[src/rtl/tl_error_responder_if.sv]
// TileLink-UL A/D channel bundle for the error responder.
// The initiator drives through the master modport; the responder sits on slave.
interface tl_error_responder_if #(
  parameter int unsigned SOURCE_W = 4
);
  logic                a_valid;
  logic                a_ready;
  logic [2:0]          a_opcode;
  logic [2:0]          a_size;
  logic [SOURCE_W-1:0] a_source;
  logic [31:0]         a_address;

  logic                d_valid;
  logic                d_ready;
  logic [2:0]          d_opcode;
  logic [2:0]          d_size;
  logic [SOURCE_W-1:0] d_source;
  logic                d_denied;
  logic                d_corrupt;
  logic [31:0]         d_data;

  modport master (
    output a_valid, a_opcode, a_size, a_source, a_address, d_ready,
    input  a_ready, d_valid, d_opcode, d_size, d_source, d_denied, d_corrupt, d_data
  );

  modport slave (
    input  a_valid, a_opcode, a_size, a_source, a_address, d_ready,
    output a_ready, d_valid, d_opcode, d_size, d_source, d_denied, d_corrupt, d_data
  );
endinterface

[src/rtl/tl_error_responder.sv]
// TileLink-UL error responder: accepts any request, answers every beat as denied.
// Define TL_ERROR_RESPONDER_POISON_EN to return 32'hDEADBEEF on data beats instead of zero.
module tl_error_responder #(
  parameter int unsigned SOURCE_W = 4,
  parameter int unsigned CNT_W    = 8
) (
  input  logic                 clock,
  input  logic                 reset_n,
  tl_error_responder_if.slave  tl,
  output logic                 busy,
  output logic [CNT_W-1:0]     err_count
);

  localparam int unsigned OP_W    = 3;
  localparam int unsigned SIZE_W  = 3;
  localparam int unsigned DATA_W  = 32;
  localparam int unsigned BEAT_W  = 4;

  localparam logic [OP_W-1:0] D_ACCESS_ACK      = 3'd0;
  localparam logic [OP_W-1:0] D_ACCESS_ACK_DATA = 3'd1;
  localparam logic [OP_W-1:0] D_HINT_ACK        = 3'd2;

`ifdef TL_ERROR_RESPONDER_POISON_EN
  localparam logic [DATA_W-1:0] RESP_DATA = 32'hDEADBEEF;
`else
  localparam logic [DATA_W-1:0] RESP_DATA = 32'h0;
`endif

  typedef enum logic [1:0] {
    IDLE   = 2'd0,
    ABSORB = 2'd1,
    RESP   = 2'd2
  } state_e;

  state_e              state_q, state_d;
  logic [BEAT_W-1:0]   cnt_q, cnt_d;
  logic                a_ready_q, a_ready_d;
  logic                d_valid_q, d_valid_d;
  logic [OP_W-1:0]     d_opcode_q, d_opcode_d;
  logic [SIZE_W-1:0]   d_size_q, d_size_d;
  logic [SOURCE_W-1:0] d_source_q, d_source_d;
  logic                d_denied_q, d_denied_d;
  logic                d_corrupt_q, d_corrupt_d;
  logic [DATA_W-1:0]   d_data_q, d_data_d;
  logic                busy_q, busy_d;
  logic [CNT_W-1:0]    err_q, err_d;

  logic                a_hs;
  logic                d_hs;
  logic [BEAT_W-1:0]   last_beat;
  logic                is_data_d;
  logic                addr_unused;

  // Address plays no part in an error response.
  assign addr_unused = ^tl.a_address;

  assign a_hs = tl.a_valid & a_ready_q;
  assign d_hs = d_valid_q & tl.d_ready;

  // Beats minus one for a 32-bit bus, clamped at 16 beats.
  always_comb begin
    last_beat = '0;
    unique case (tl.a_size)
      3'd0, 3'd1, 3'd2: last_beat = 4'd0;
      3'd3:             last_beat = 4'd1;
      3'd4:             last_beat = 4'd3;
      3'd5:             last_beat = 4'd7;
      default:          last_beat = 4'd15;
    endcase
  end

  // Next-state and registered-output logic.
  always_comb begin
    state_d    = state_q;
    cnt_d      = cnt_q;
    d_opcode_d = d_opcode_q;
    d_size_d   = d_size_q;
    d_source_d = d_source_q;
    err_d      = err_q;

    unique case (state_q)
      IDLE: begin
        if (a_hs) begin
          d_size_d   = tl.a_size;
          d_source_d = tl.a_source;
          unique case (tl.a_opcode)
            3'd0, 3'd1: begin
              d_opcode_d = D_ACCESS_ACK;
              cnt_d      = last_beat;
              state_d    = (last_beat != 4'd0) ? ABSORB : RESP;
            end
            3'd2, 3'd3, 3'd4: begin
              d_opcode_d = D_ACCESS_ACK_DATA;
              cnt_d      = last_beat;
              state_d    = RESP;
            end
            3'd5: begin
              d_opcode_d = D_HINT_ACK;
              cnt_d      = 4'd0;
              state_d    = RESP;
            end
            default: begin
              d_opcode_d = D_ACCESS_ACK;
              cnt_d      = 4'd0;
              state_d    = RESP;
            end
          endcase
        end
      end

      ABSORB: begin
        // Counter holds the Put beats still to arrive; reaches zero for the response.
        if (a_hs) begin
          cnt_d = cnt_q - 4'(1);
          if (cnt_q == 4'd1) begin
            state_d = RESP;
          end
        end
      end

      RESP: begin
        if (d_hs) begin
          if (cnt_q == 4'd0) begin
            state_d = IDLE;
            if (err_q != {CNT_W{1'b1}}) begin
              err_d = err_q + CNT_W'(1);
            end
          end else begin
            cnt_d = cnt_q - 4'(1);
          end
        end
      end

      default: begin
        state_d = IDLE;
        cnt_d   = '0;
      end
    endcase

    is_data_d   = (d_opcode_d == D_ACCESS_ACK_DATA);
    a_ready_d   = (state_d != RESP);
    d_valid_d   = (state_d == RESP);
    busy_d      = (state_d != IDLE);
    d_denied_d  = d_valid_d;
    d_corrupt_d = d_valid_d & is_data_d;
    d_data_d    = (d_valid_d & is_data_d) ? RESP_DATA : '0;
  end

  // State and output registers.
  always_ff @(posedge clock or negedge reset_n) begin
    if (!reset_n) begin
      state_q     <= IDLE;
      cnt_q       <= '0;
      a_ready_q   <= 1'b0;
      d_valid_q   <= 1'b0;
      d_opcode_q  <= '0;
      d_size_q    <= '0;
      d_source_q  <= '0;
      d_denied_q  <= 1'b0;
      d_corrupt_q <= 1'b0;
      d_data_q    <= '0;
      busy_q      <= 1'b0;
      err_q       <= '0;
    end else begin
      state_q     <= state_d;
      cnt_q       <= cnt_d;
      a_ready_q   <= a_ready_d;
      d_valid_q   <= d_valid_d;
      d_opcode_q  <= d_opcode_d;
      d_size_q    <= d_size_d;
      d_source_q  <= d_source_d;
      d_denied_q  <= d_denied_d;
      d_corrupt_q <= d_corrupt_d;
      d_data_q    <= d_data_d;
      busy_q      <= busy_d;
      err_q       <= err_d;
    end
  end

  assign tl.a_ready   = a_ready_q;
  assign tl.d_valid   = d_valid_q;
  assign tl.d_opcode  = d_opcode_q;
  assign tl.d_size    = d_size_q;
  assign tl.d_source  = d_source_q;
  assign tl.d_denied  = d_denied_q;
  assign tl.d_corrupt = d_corrupt_q;
  assign tl.d_data    = d_data_q;
  assign busy         = busy_q;
  assign err_count    = err_q;

endmodule

[src/flat_wrapper.sv]
// flat-port wrapper written by rule: the top's interface ports become plain ports
module tl_error_responder_flat 
#(
  parameter int unsigned SOURCE_W = 4,
  parameter int unsigned CNT_W    = 8
)
  (clock, reset_n, busy, err_count, tl_a_valid, tl_a_opcode, tl_a_size, tl_a_source, tl_a_address, tl_d_ready, tl_a_ready, tl_d_valid, tl_d_opcode, tl_d_size, tl_d_source, tl_d_denied, tl_d_corrupt, tl_d_data);
  tl_error_responder_if #(.SOURCE_W(SOURCE_W)) tl_i ();
  input  logic clock;
  input  logic reset_n;
  output logic busy;
  output logic [CNT_W-1:0] err_count;
  input wire logic [$bits(tl_i.a_valid)-1:0] tl_a_valid;
  input wire logic [$bits(tl_i.a_opcode)-1:0] tl_a_opcode;
  input wire logic [$bits(tl_i.a_size)-1:0] tl_a_size;
  input wire logic [$bits(tl_i.a_source)-1:0] tl_a_source;
  input wire logic [$bits(tl_i.a_address)-1:0] tl_a_address;
  input wire logic [$bits(tl_i.d_ready)-1:0] tl_d_ready;
  output wire logic [$bits(tl_i.a_ready)-1:0] tl_a_ready;
  output wire logic [$bits(tl_i.d_valid)-1:0] tl_d_valid;
  output wire logic [$bits(tl_i.d_opcode)-1:0] tl_d_opcode;
  output wire logic [$bits(tl_i.d_size)-1:0] tl_d_size;
  output wire logic [$bits(tl_i.d_source)-1:0] tl_d_source;
  output wire logic [$bits(tl_i.d_denied)-1:0] tl_d_denied;
  output wire logic [$bits(tl_i.d_corrupt)-1:0] tl_d_corrupt;
  output wire logic [$bits(tl_i.d_data)-1:0] tl_d_data;
  assign tl_i.a_valid = tl_a_valid;
  assign tl_i.a_opcode = tl_a_opcode;
  assign tl_i.a_size = tl_a_size;
  assign tl_i.a_source = tl_a_source;
  assign tl_i.a_address = tl_a_address;
  assign tl_i.d_ready = tl_d_ready;
  assign tl_a_ready = tl_i.a_ready;
  assign tl_d_valid = tl_i.d_valid;
  assign tl_d_opcode = tl_i.d_opcode;
  assign tl_d_size = tl_i.d_size;
  assign tl_d_source = tl_i.d_source;
  assign tl_d_denied = tl_i.d_denied;
  assign tl_d_corrupt = tl_i.d_corrupt;
  assign tl_d_data = tl_i.d_data;
  tl_error_responder #(.SOURCE_W(SOURCE_W), .CNT_W(CNT_W)) u_core (.clock(clock), .reset_n(reset_n), .tl(tl_i), .busy(busy), .err_count(err_count));
endmodule
[config.mk]
export PLATFORM = sky130hd
export DESIGN_NAME = tl_error_responder_flat
export DESIGN_NICKNAME = d
export VERILOG_FILES = /design/src/rtl/tl_error_responder_if.sv /design/src/rtl/tl_error_responder.sv /design/src/flat_wrapper.sv
export SDC_FILE = /design/constraint.sdc
export NUM_CORES = 1
export LEC_CHECK = 0
export CORE_UTILIZATION = 60
export CTS_CLUSTER_SIZE = 12
export DETAILED_ROUTE_END_ITERATION = 10
export DONT_BUFFER_PORTS = 1
export PLACE_DENSITY = 0.73
export SETUP_SLACK_MARGIN = 0.3
export SLEW_MARGIN = 40
export SYNTH_ARGS = -nofsm -noshare
export SYNTH_HDL_FRONTEND = slang
export SYNTH_SLANG_ARGS = --single-unit
[constraint.sdc]
create_clock -name clock -period 2.5 [get_ports clock]
set_clock_uncertainty 0.1 [all_clocks]
set_input_delay 0.25 -clock clock [delete_from_list [all_inputs] [get_ports clock]]
set_output_delay 0.25 -clock clock [all_outputs]
set_load 0.05 [all_outputs]
# Yosys cells after proc, flatten, opt, wreduce, memory -nomap -nowiden
# Cells that the tools add are included.
# Widths: inputs -> output; s select.
[word_totals]
register_bits = 28
latch_bits = 0
ramBits = 0
romBits = 0
inputBits = 46
output_inout_bits = 55
wordCells = 67
n_memories = 0
[classes]
add_sub_neg = 2
n_mul = 0
div_mod_pow = 0
magnitude_cmp = 0
n_eq_ne = 21
shifts = 0
n_mux = 18
bitwise = 3
n_reduce_logical = 13
[ops]
columns = ["op", "count"]
rows = [
  ["$mux 4", 5],
  ["$pmux 4 s4", 1],
  ["$mux 2", 7],
  ["$eq 3x2->1 const B", 4],
  ["$eq 3x3->1 const B", 4],
  ["$pmux 4 s3", 1],
  ["$eq 3x1->1 const B", 3],
  ["$add 8x1->8 const B", 1],
  ["$ne 8x8->1 const B", 1],
  ["$reduce_and 4->1", 2],
  ["$logic_not 3->1", 2],
  ["$mux 3", 2],
  ["$ne 2x1->1 const B", 3],
  ["$pmux 2 s3", 1],
  ["$reduce_or 3->1", 2],
  ["$reduce_or 5->1", 1],
  ["$eq 2x2->1 const B", 2],
  ["$eq 4x1->1 const B", 1],
  ["$logic_not 4->1", 1],
  ["$ne 2x2->1 const B", 2],
  ["$pmux 2 s2", 1],
  ["$reduce_bool 4->1", 1],
  ["$sub 4x1->4 const B", 1],
  ["$and 1x1->1", 3],
  ["other kinds (5)", 5],
]

# Depth between registers and ports, before layout
[depth]
depth_word = 10
ltp_mapped = 6
mapped_depth_nobuf = 6

# Worst setup path after synthesis
# No wires, ideal clock.
[synth_timing]
kind = "register -> register"
start = "register u_core.err_q[0], in the netlist u_core.err_count[0]"
end = "register u_core.err_q[1], in the netlist u_core.err_count[1]"
setup_ns = 0.125
arrival_time_ns = 1.747
required_ns = 2.275
path_slack_ns = 0.528
path_stages_with_launch = 5
path_buffers = 0
synth_period_minus_slack_ns = 1.972
path_cell_list = "dfrtp_1 -> ha_1 -> nand3_1 -> o2111ai_4 -> mux2_2"
[synth_via]
elab_chain_cells = 2
word_cells_on_any_way = 3
cone_classes = "add/sub (1); eq/ne (1); reduce/logical (1)"
[synth_rtl]
columns = ["element", "line", "source"]
rows = [
  ["start, declared", "tl_error_responder.sv:46", "logic [CNT_W-1:0] err_q, err_d;"],
  ["start signal, assigned", "tl_error_responder.sv:176", "err_q <= err_d;"],
  ["parallel branches: the longest is 2 deep, another holds $add 8x1->8", "--", ""],
]
# Several ways; the timed one is not identified.
# A chain may end at the register's enable or synchronous reset.

# Worst setup path after layout
[layout_timing]
start = "register u_core.state_q[0]"
end = "register u_core.d_source_q[3], in the netlist u_core.tl.d_source[3]"
[layout_via]
elab_chain_cells = 2
[layout_rtl]
columns = ["element", "line", "source"]
rows = [
  ["start, declared", "tl_error_responder.sv:35", "state_e state_q, state_d;"],
  ["start signal, assigned", "tl_error_responder.sv:165", "state_q <= state_d;"],
  ["$logic_not 2->1", "tl_error_responder.sv:81", "unique case (state_q)"],
  ["$reduce_and 2->1 (no line)", "--", ""],
  ["end signal, assigned", "tl_error_responder.sv:171", "d_source_q <= d_source_d;"],
  ["end, declared", "tl_error_responder.sv:41", "logic [SOURCE_W-1:0] d_source_q, d_source_d;"],
]
# Every way passes these cells.

==> flow_summary.ini <==
[run_status]
outcome = finished clean

[place]
dp_hpwl_um = 2277
portBuffers = 0
gp_congestion = 0.8513
dp.cells = 205
placed_cell_area_um2 = 1700

[setup_path]
cp-end-kind = flop
critPathArrivalTime_ps = 2130
critPathKind = reg -> reg
required_ps = 2640
startpoint_type = flop
path_max_fanout = 8
reg2reg_slack_ps = 510

[floorplanning]
num_io_pins = 101
die_area_um2 = 3111
core_area_um2 = 2758
die_w_um = 55.78
initial_core_util_pct = 62.93
row_count = 19
die_y_um = 55.78

[clock_network]
htreeDepth = 1
path_clk_slew_ps = 150
cts_buffers = 3
cts_tree = built
cts_root_buffer = clkbuf_4
clock-sinks = 28
clock_path_buffers = 2
post_cts_resize_count = 0
clk_latency_ps = 340
post-cts-setup-buffers = 0

[yosys]
synthArstFlopShare_pct = 100.0
yosys_most_used_dff = dfrtp_1
synthTopCellsByArea = dfrtp_1, buf_4, ha_1
netlist_instances = 169
synth.avg_cell_area_um2 = 10.27
synth_top_area_share_pct = 40.37
synth_cell_types = 42
ys_warn_count = 0
synth_edf_count = 0
syn_area_um2 = 1735
yosysSeqAreaShare_pct = 40.37
synth_largest_area_cell = dfrtp_1
synth-seq-cells = 28

[sta]
rsz0062_at_grt = no
setup_viol = 0
slew_headroom_pct = 64.52
fmax_mhz = 502.4
final.period_utilization_pct = 79.62
hold_violations = 0
report.final.slew_viol_count = 0
worst-slew-pin-transition_ps = 532.2
timing.final.crit_period_ps = 1991
fin_setup_tns_ps = 0

[final_layout]
drive_gt1_share_pct = 14.74
n_antenna_cell = 0
final_area_um2 = 1883
nNetsFinal = 245
area_growth_pct = 8.508
final_common_cell = conb_1
instances_no_fill = 221
mostFrequentLayoutCells = conb_1, dfrtp_1, nand2_1

[drt]
remaining_drc_errors = 0
vias = 1212
routed_wl_um = 3165
wl_per_cell_um = 14.32
ant_nets = 0
first_iter_violations = 40
viasPerCell = 5.484
firstDrtPassIters = 4

[global_route]
grt_pass1_wl_um = 5382
first_global_vias = 1217
grt_max_degree = 29
gr-total-overflow = 0
antenna_found_initial = 0
gr-usage-all-layers_pct = 22.08

[pwr]
p_leak_nw = 0.9181
p_per_area_nw_per_um2 = 1297
irDropWorstVdd_mv = 1.072

[flow_run]
drv_cap = 0

[min_path]
hold_class = in -> reg
[state kept, by name, indices dropped and copies added, names as in the netlist, 2 cells and up]
register            flops
u_core.err_count        8
u_core.tl.d_size        3
u_core.cnt_q            4
u_core.tl.d_source      4
u_core.tl.d_opcode      3
u_core.state_q          2
[per-layer routing]
metal  global-route usage (%)  share of wire [%]  vias to the layer above
met5                        0                  0                        -
met4                    8.571                1.5                        0
met3                    6.047                8.8                        5
met2                    37.52                 49                       69
met1                    26.68                 41                      575
li1                         -                  -                      563
[kinds of logic (layout without fill, tap and decap cells)]
family	Yosys count	count (layout)	synth area share, %
mux	9	9	5.984
other cells	1	32	0.2161
compound gates	26	26	12.33
fa+ha+maj	8	8	5.768
flops	28	28	40.37
buf+inv	42	32	16.37
xor+xnor	8	8	4.038
simple gates	47	47	14.93
[cells in the mapped netlist, types with 2 or more instances]
cell type,number
a21oi_1,3
a22o_1,3
and2_1,5
buf_4,33
dfrtp_1,28
ha_1,8
inv_1,7
mux2_1,2
mux2_2,5
nand2_1,14
nand3_1,6
nor2_1,10
nor3_1,2
nor3_2,3
o21ai_0,4
o22ai_1,4
xnor2_1,2
xor2_1,6
[timing repair]
item                                    in CTS  in global routing
hold buffers                                12                  0
endpoints found under the hold margin       36                  0
endpoints found under the setup margin       0                  0
[report_power, final]
part / total (mW) / internal (mW) / switching (mW)
registers: 1.05 / 0.611 / 0.435
clock network: 0.302 / 0.162 / 0.140
logic: 1.09 / 0.414 / 0.680
[critical path, cell delays in order, from the launching register on]
cell and delay, ps:
dfrtp_1 460, inv_1 130, ha_1 310, nand3_1 330, buf_4 280, mux2_2 270
[final timing paths]
check,startpoint,to,cells after the start
worst max-delay path,u_core.state_q[0],u_core.tl.d_source[3],5
worst min-delay path,tl_a_opcode[1],u_core.tl.d_opcode[0],2
worst max register to register,u_core.state_q[0],u_core.tl.d_source[3],5
worst min register to register,u_core.cnt_q[1],u_core.cnt_q[1],1
max in group asynchronous,reset_n,u_core.tl.d_size[2],2
min in group asynchronous,reset_n,u_core.err_count[7],2
[stage by stage]
step | power [mW] | setup WS [ps] | hold slack [ps] | utilization (%)
after floorplan | 1.944 | 528.1 | -145.6 | -
after global placement | 2.068 | 625.2 | -145.0 | 61.66
after detailed placement | 2.109 | 587.5 | -145.0 | 61.66
after CTS | 2.438 | 554.7 | 38.02 | 68.28
after global routing | 2.580 | 384.3 | 49.60 | 68.28
final | 2.442 | 509.4 | 43.56 | 68.28
[final cells by class]
| class | count | area, µm² |
|---|---|---|
| inverters | 7 | 26.28 |
| repair buffers | 21 | 197.7 |
| clock buffers | 3 | 22.52 |
| fillers | 223 | 874.6 |
| clock inverters | 1 | 30.03 |
| well taps | 31 | 38.79 |
| multi-input cells | 130 | 867.1 |
| flip-flops and latches | 28 | 700.7 |
(Power assumes the default switching activity.)
